$ cat src/rtl/aes_pkg.sv
// Shared AES datapath types: state/byte typedefs and the SubBytes FSM encoding.
package aes_pkg;

    localparam int unsigned NBYTES = 16;

    typedef logic [7:0]          byte_t;
    typedef logic [8*NBYTES-1:0] state_t;

    typedef enum logic [1:0] {
        IDLE = 2'd0,
        BUSY = 2'd1,
        DONE = 2'd2
    } fsm_state_e;

endpackage

$ cat src/rtl/subbytes_serial_if.sv
// Valid/ready state handshake into and out of the SubBytes stage.
interface subbytes_serial_if;
    import aes_pkg::*;

    logic   in_valid;
    logic   in_ready;
    state_t state_in;
    logic   out_valid;
    logic   out_ready;
    state_t state_out;

    modport master (
        output in_valid, state_in, out_ready,
        input  in_ready, out_valid, state_out
    );

    modport slave (
        input  in_valid, state_in, out_ready,
        output in_ready, out_valid, state_out
    );

endinterface

$ cat src/rtl/aes_sbox.sv
// Combinational FIPS-197 forward S-box; also shared with key expansion.
module aes_sbox
    import aes_pkg::*;
(
    input  byte_t x,
    output byte_t y
);

    localparam byte_t SBOX [256] = '{
        8'h63, 8'h7c, 8'h77, 8'h7b, 8'hf2, 8'h6b, 8'h6f, 8'hc5, 8'h30, 8'h01, 8'h67, 8'h2b, 8'hfe, 8'hd7, 8'hab, 8'h76,
        8'hca, 8'h82, 8'hc9, 8'h7d, 8'hfa, 8'h59, 8'h47, 8'hf0, 8'had, 8'hd4, 8'ha2, 8'haf, 8'h9c, 8'ha4, 8'h72, 8'hc0,
        8'hb7, 8'hfd, 8'h93, 8'h26, 8'h36, 8'h3f, 8'hf7, 8'hcc, 8'h34, 8'ha5, 8'he5, 8'hf1, 8'h71, 8'hd8, 8'h31, 8'h15,
        8'h04, 8'hc7, 8'h23, 8'hc3, 8'h18, 8'h96, 8'h05, 8'h9a, 8'h07, 8'h12, 8'h80, 8'he2, 8'heb, 8'h27, 8'hb2, 8'h75,
        8'h09, 8'h83, 8'h2c, 8'h1a, 8'h1b, 8'h6e, 8'h5a, 8'ha0, 8'h52, 8'h3b, 8'hd6, 8'hb3, 8'h29, 8'he3, 8'h2f, 8'h84,
        8'h53, 8'hd1, 8'h00, 8'hed, 8'h20, 8'hfc, 8'hb1, 8'h5b, 8'h6a, 8'hcb, 8'hbe, 8'h39, 8'h4a, 8'h4c, 8'h58, 8'hcf,
        8'hd0, 8'hef, 8'haa, 8'hfb, 8'h43, 8'h4d, 8'h33, 8'h85, 8'h45, 8'hf9, 8'h02, 8'h7f, 8'h50, 8'h3c, 8'h9f, 8'ha8,
        8'h51, 8'ha3, 8'h40, 8'h8f, 8'h92, 8'h9d, 8'h38, 8'hf5, 8'hbc, 8'hb6, 8'hda, 8'h21, 8'h10, 8'hff, 8'hf3, 8'hd2,
        8'hcd, 8'h0c, 8'h13, 8'hec, 8'h5f, 8'h97, 8'h44, 8'h17, 8'hc4, 8'ha7, 8'h7e, 8'h3d, 8'h64, 8'h5d, 8'h19, 8'h73,
        8'h60, 8'h81, 8'h4f, 8'hdc, 8'h22, 8'h2a, 8'h90, 8'h88, 8'h46, 8'hee, 8'hb8, 8'h14, 8'hde, 8'h5e, 8'h0b, 8'hdb,
        8'he0, 8'h32, 8'h3a, 8'h0a, 8'h49, 8'h06, 8'h24, 8'h5c, 8'hc2, 8'hd3, 8'hac, 8'h62, 8'h91, 8'h95, 8'he4, 8'h79,
        8'he7, 8'hc8, 8'h37, 8'h6d, 8'h8d, 8'hd5, 8'h4e, 8'ha9, 8'h6c, 8'h56, 8'hf4, 8'hea, 8'h65, 8'h7a, 8'hae, 8'h08,
        8'hba, 8'h78, 8'h25, 8'h2e, 8'h1c, 8'ha6, 8'hb4, 8'hc6, 8'he8, 8'hdd, 8'h74, 8'h1f, 8'h4b, 8'hbd, 8'h8b, 8'h8a,
        8'h70, 8'h3e, 8'hb5, 8'h66, 8'h48, 8'h03, 8'hf6, 8'h0e, 8'h61, 8'h35, 8'h57, 8'hb9, 8'h86, 8'hc1, 8'h1d, 8'h9e,
        8'he1, 8'hf8, 8'h98, 8'h11, 8'h69, 8'hd9, 8'h8e, 8'h94, 8'h9b, 8'h1e, 8'h87, 8'he9, 8'hce, 8'h55, 8'h28, 8'hdf,
        8'h8c, 8'ha1, 8'h89, 8'h0d, 8'hbf, 8'he6, 8'h42, 8'h68, 8'h41, 8'h99, 8'h2d, 8'h0f, 8'hb0, 8'h54, 8'hbb, 8'h16
    };

    assign y = SBOX[x];

endmodule

$ cat src/rtl/subbytes_serial.sv
// Byte-serial AES SubBytes: BPC shared S-boxes walk the 16 state bytes in groups.
module subbytes_serial
    import aes_pkg::*;
#(
    parameter int unsigned BPC = 1
) (
    input  logic        clk,
    input  logic        rst_n,
    subbytes_serial_if.slave bus,
    output logic        busy
);

    localparam int unsigned GROUPS = NBYTES / BPC;
    localparam int unsigned CNT_W  = (GROUPS > 1) ? $clog2(GROUPS) : 1;
    localparam int unsigned GRP_W  = 8 * BPC;
    localparam int unsigned OFF_W  = $clog2(8 * NBYTES);
    localparam logic [CNT_W-1:0] CNT_LAST = CNT_W'(GROUPS - 1);

    fsm_state_e       state;
    fsm_state_e       state_nx;
    logic [CNT_W-1:0] cnt;
    state_t           state_reg;
    logic [OFF_W-1:0] grp_off;
    logic [GRP_W-1:0] grp_in;
    logic [GRP_W-1:0] grp_sub;

    // Current byte group, selected by the group counter.
    assign grp_off = OFF_W'(int'(cnt) * GRP_W);
    assign grp_in  = state_reg[grp_off +: GRP_W];

    for (genvar g = 0; g < int'(BPC); g++) begin : g_sbox
        aes_sbox u_sbox (
            .x (grp_in[8*g +: 8]),
            .y (grp_sub[8*g +: 8])
        );
    end

    always_ff @(posedge clk or negedge rst_n) begin
        if (!rst_n) begin
            state <= IDLE;
        end else begin
            state <= state_nx;
        end
    end

    always_comb begin
        state_nx = state;
        case (state)
            IDLE:    if (bus.in_valid && bus.in_ready) state_nx = BUSY;
            BUSY:    if (cnt == CNT_LAST)              state_nx = DONE;
            DONE:    if (bus.out_ready)                state_nx = IDLE;
            default: state_nx = IDLE;
        endcase
    end

    // Status flags are registered copies of the upcoming FSM state.
    always_ff @(posedge clk or negedge rst_n) begin
        if (!rst_n) begin
            bus.in_ready  <= 1'b0;
            bus.out_valid <= 1'b0;
            busy          <= 1'b0;
        end else begin
            bus.in_ready  <= (state_nx == IDLE);
            bus.out_valid <= (state_nx == DONE);
            busy          <= (state_nx == BUSY);
        end
    end

    always_ff @(posedge clk or negedge rst_n) begin
        if (!rst_n) begin
            cnt       <= '0;
            state_reg <= '0;
        end else if (state == IDLE && state_nx == BUSY) begin
            cnt       <= '0;
            state_reg <= bus.state_in;
        end else if (state == BUSY) begin
            cnt                          <= cnt + CNT_W'(1);
            state_reg[grp_off +: GRP_W]  <= grp_sub;
        end
    end

    assign bus.state_out = state_reg;

endmodule
$ cat src/flat_wrapper.sv
// flat-port wrapper written by rule: the top's interface ports become plain ports
module subbytes_serial_flat import aes_pkg::*;
#(
    parameter int unsigned BPC = 1
)
  (clk, rst_n, busy, bus_in_valid, bus_state_in, bus_out_ready, bus_in_ready, bus_out_valid, bus_state_out);
  subbytes_serial_if bus_i ();
  input  logic clk;
  input  logic rst_n;
  output logic busy;
  input wire logic [$bits(bus_i.in_valid)-1:0] bus_in_valid;
  input wire logic [$bits(bus_i.state_in)-1:0] bus_state_in;
  input wire logic [$bits(bus_i.out_ready)-1:0] bus_out_ready;
  output wire logic [$bits(bus_i.in_ready)-1:0] bus_in_ready;
  output wire logic [$bits(bus_i.out_valid)-1:0] bus_out_valid;
  output wire logic [$bits(bus_i.state_out)-1:0] bus_state_out;
  assign bus_i.in_valid = bus_in_valid;
  assign bus_i.state_in = bus_state_in;
  assign bus_i.out_ready = bus_out_ready;
  assign bus_in_ready = bus_i.in_ready;
  assign bus_out_valid = bus_i.out_valid;
  assign bus_state_out = bus_i.state_out;
  subbytes_serial #(.BPC(BPC)) u_core (.clk(clk), .rst_n(rst_n), .bus(bus_i), .busy(busy));
endmodule
$ cat config.mk
export PLATFORM = sky130hd
export DESIGN_NAME = subbytes_serial_flat
export DESIGN_NICKNAME = d
export VERILOG_FILES = /design/src/rtl/aes_pkg.sv /design/src/rtl/subbytes_serial_if.sv /design/src/rtl/aes_sbox.sv /design/src/rtl/subbytes_serial.sv /design/src/flat_wrapper.sv
export SDC_FILE = /design/constraint.sdc
export NUM_CORES = 1
export LEC_CHECK = 0
export ABC_CLOCK_PERIOD_IN_PS = 4800
export CORE_UTILIZATION = 48
export CTS_CLUSTER_DIAMETER = 80
export DETAILED_ROUTE_END_ITERATION = 6
export PLACE_DENSITY = 0.87
export REMOVE_ABC_BUFFERS = 1
export SLEW_MARGIN = 20
export SYNTH_ARGS = -nofsm -noshare
export SYNTH_HDL_FRONTEND = slang
export SYNTH_SLANG_ARGS = --single-unit
$ cat constraint.sdc
create_clock -name clk -period 4.8 [get_ports clk]
set_input_delay 1.2 -clock clk [delete_from_list [all_inputs] [get_ports clk]]
set_output_delay 1.2 -clock clk [all_outputs]
set_load 0.05 [all_outputs]
==> impl_metrics.yaml <==
placed_design:
  portBuffers: 262
  dp_hpwl_um: 42000
  place_inst: 1728
  routabilityCongestion: 1.14
grt:
  grt.overflow.total: 0
  grt_pass1_vias: 13105
  grt_max_degree: 103
  grt_usage_pct: 52.6
  antenna_found_initial: 2
  grt_pass1_wl_um: 86700
clocking:
  cts_max_path_buffers: 2
  cts_made_buffers: 17
  postCtsSetupBuffers: 0
  cts_resized: 0
  root_buffer: "clkbuf_16"
  clock_latency_ns: 0.44
  clock-sinks: 137
  clkSlewWorstSetupHoldPaths_ns: 0.07
  cts_hold_buf: 0
  cts_tree: "yes"
  htree_levels: 4
route:
  drtIter0Drc: 2363
  drc_errors: 15
  viasPerCell: 7.79
  wl_per_cell_um: 33.8
  postRouteAntennaNets: 0
  via_count: 13712
  wirelength_um: 59500
  drt_pass1_iterations: 7
setup_path:
  crit_arrival_ns: 5.02
  crit_path_end_kind: "register"
  crit_cells: 13
  ff2ff_path_depth: 13
  cp-start-kind: "register"
  crit_type: "register to register"
  slowest_stage: "dfrtp_2"
  max_stage_delay_ns: 0.77
  crit_fanout: 21
  crit_chain: "mux4_2 > nand2_1 > and4_1 > buf_4 > ha_1 > buf_4 > nor2_1 > o21ai_0 > o311ai_0 > o32a_1 > a32o_1 > buf_12 > o21ai_0"
  cp_top_family: "compound AO/OA/AOI/OAI gates"
  cp.required_ns: 5.12
  critPathBufInv: 3
finish:
  largest_register_ffs: 128
  multi_input_area_um2: 6570
  fill_cells: 1712
  drive_above_1_share_pct: 14.5
  seq_area_um2: 3430
  areaGrowthSynthToFinish_pct: 36.2
  finalNonFillerCells: 1760
  diodes: 0
  finalNetCount: 1617
worst_hold_path:
  whs_path_depth: 2
  hold_path_class: "register to register"
synthesis:
  syn_inst: 1193
  ys_types: 101
  async_reset_ff_share_pct: 100
  avgSynthCellArea_um2: 8.97
  synth-main-ff-cell: "dfrtp_1"
  yosysWarningCount: 0
  ys_ff_latch: 137
  syn_area_um2: 10700
  yosysSeqAreaShare_pct: 32.0
  synth-edff-count: 0
die:
  start_util_pct: 49.0
  num_rows: 54
  dieArea_um2: 22900
  io_pins: 263
  die_h_um: 151
  core_area_um2: 21800
  die_w_um: 151
timing:
  setup_violations: 0
  skew_ns: 0.0182
  slew_headroom_pct: 20.1
  period_minus_slack_ns: 4.70
  rsz0062_at_grt: "no"
  worst_pin_slew_ns: 1.19
  drv_slew: 0
  clock.fmax_mhz: 213
  period_share_pct: 97.9
  final_hold_viol_count: 0
run_status:
  status: "finished with violations"
  violations: "DRC"
job:
  drv_cap: 0
## logic make-up after synthesis
| group | after synthesis | share of synthesized area [%] |
|---|---|---|
| flip-flops | 137 | 32.0 |
| AO/OA/AOI/OAI | 602 | 39.6 |
| multiplexers | 52 | 7.50 |
| XOR/XNOR | 5 | 0.409 |
| buffers and inverters | 127 | 6.95 |
| AND/OR/NAND/NOR | 252 | 11.4 |
| adder cells (fa/ha/maj) | 18 | 2.10 |
## metrics by stage
stage	instance area (um^2)	setup slack [ns]	hold slack, ns	TNS [ns]	util, %
6_report	14600	0.0986	0.537	0	66.8
4_1_cts	14500	0.193	0.530	0	66.7
3_5_place_dp	14000	0.310	0.514	0	63.9
2_1_floorplan	10000	-5.51	0.560	-734.97	-
3_3_place_gp	14000	0.313	0.517	0	63.9
5_1_grt	14600	0.00231	0.566	0	66.8
## metal layers
metal	vias to the layer above	wire (um)	track usage (%)
met5	-	12	1.14
met4	2	5050	34.3
met3	404	9380	18.2
met2	1594	24900	76.5
met1	6402	20100	66.0
li1	5310	-	-
## worst register-to-register path, stage by stage (launching register included)
cell      delay [ns]
dfrtp_2         0.77
mux4_2          0.60
nand2_1         0.12
and4_1          0.40
buf_4           0.27
ha_1            0.44
buf_4           0.25
nor2_1          0.05
o21ai_0         0.49
o311ai_0        0.28
o32a_1          0.22
a32o_1          0.29
buf_12          0.17
o21ai_0         0.25
## cells in the final DEF (no fill, tap or decap), types with 6 or more instances in the layout
cell type        synthesis  final
a22oi_1                133    133
nor2_1                  62     61
nand2_1                 80     80
inv_1                    9      9
o311ai_1                 8      8
buf_4                   15     95
nor2b_1                  6      6
o31ai_1                 13     12
mux2i_1                 27     27
nand3_1                 25     24
o21a_1                   7      7
buf_12                   1     12
o211ai_1                16     16
nor3_1                  17     16
o22ai_1                 17     17
and3_1                   6      6
clkdlybuf4s50_1          0    261
o221ai_1                21     21
nand2b_1                 7      7
a21oi_1                 68     67
clkbuf_16                0     17
nand4_1                 11     11
a221oi_1                 9      9
o21ai_1                 89     89
a211oi_1                24     23
mux4_2                  21     21
a221o_1                  7      7
dfrtp_1                137    136
and2_1                   7      7
nor4_1                   8      8
a31oi_1                 15     15
ha_1                    18     18
o21ai_0                 89     89
a311oi_1                 8      8
## area by class of cell
type	count	area share, %
multi-input cells	929	45.1
repair buffers	369	24.5
flip-flops and latches	137	23.5
clock buffers	18	3.01
well taps	280	2.40
clock inverters	14	1.06
inverters	13	0.352
## worst paths after layout
kind	startpoint	endpoint	slack (ns)
setup / recovery	u_core.cnt[0]	u_core.bus.state_out[100]	0.1
hold / removal	u_core.bus.state_out[107]	u_core.bus.state_out[107]	0.54
setup reg to reg	u_core.cnt[0]	u_core.bus.state_out[100]	0.1
hold reg to reg	u_core.bus.state_out[107]	u_core.bus.state_out[107]	0.54
max in group asynchronous	rst_n	u_core.bus.state_out[98]	2.87
min in group asynchronous	rst_n	u_core.bus.state_out[7]	0.88
## cells in the mapped netlist (8+ instances only)
library cell,instances,share of area (%)
a211oi_1,24,1.7
a21oi_1,68,3.2
a221oi_1,9,0.74
a22oi_1,133,9.3
a311oi_1,8,0.65
a31oi_1,15,0.88
buf_2,31,1.4
buf_4,15,1.1
buf_6,16,1.7
clkbuf_1,42,1.5
dfrtp_1,137,32
ha_1,18,2.1
inv_1,9,0.32
mux2i_1,27,2.5
mux4_2,21,4.4
nand2_1,80,2.8
nand3_1,25,1.2
nand4_1,11,0.64
nor2_1,62,2.2
nor3_1,17,0.79
nor4_1,8,0.47
o211ai_1,16,1.1
o21ai_0,89,4.2
o21ai_1,89,4.2
o221ai_1,21,1.7
o22ai_1,17,0.99
o311ai_1,8,0.65
o31ai_1,13,0.91
Power is not shown: default switching activity piles up to over one toggle a cycle in this logic, so the estimate is an artifact.
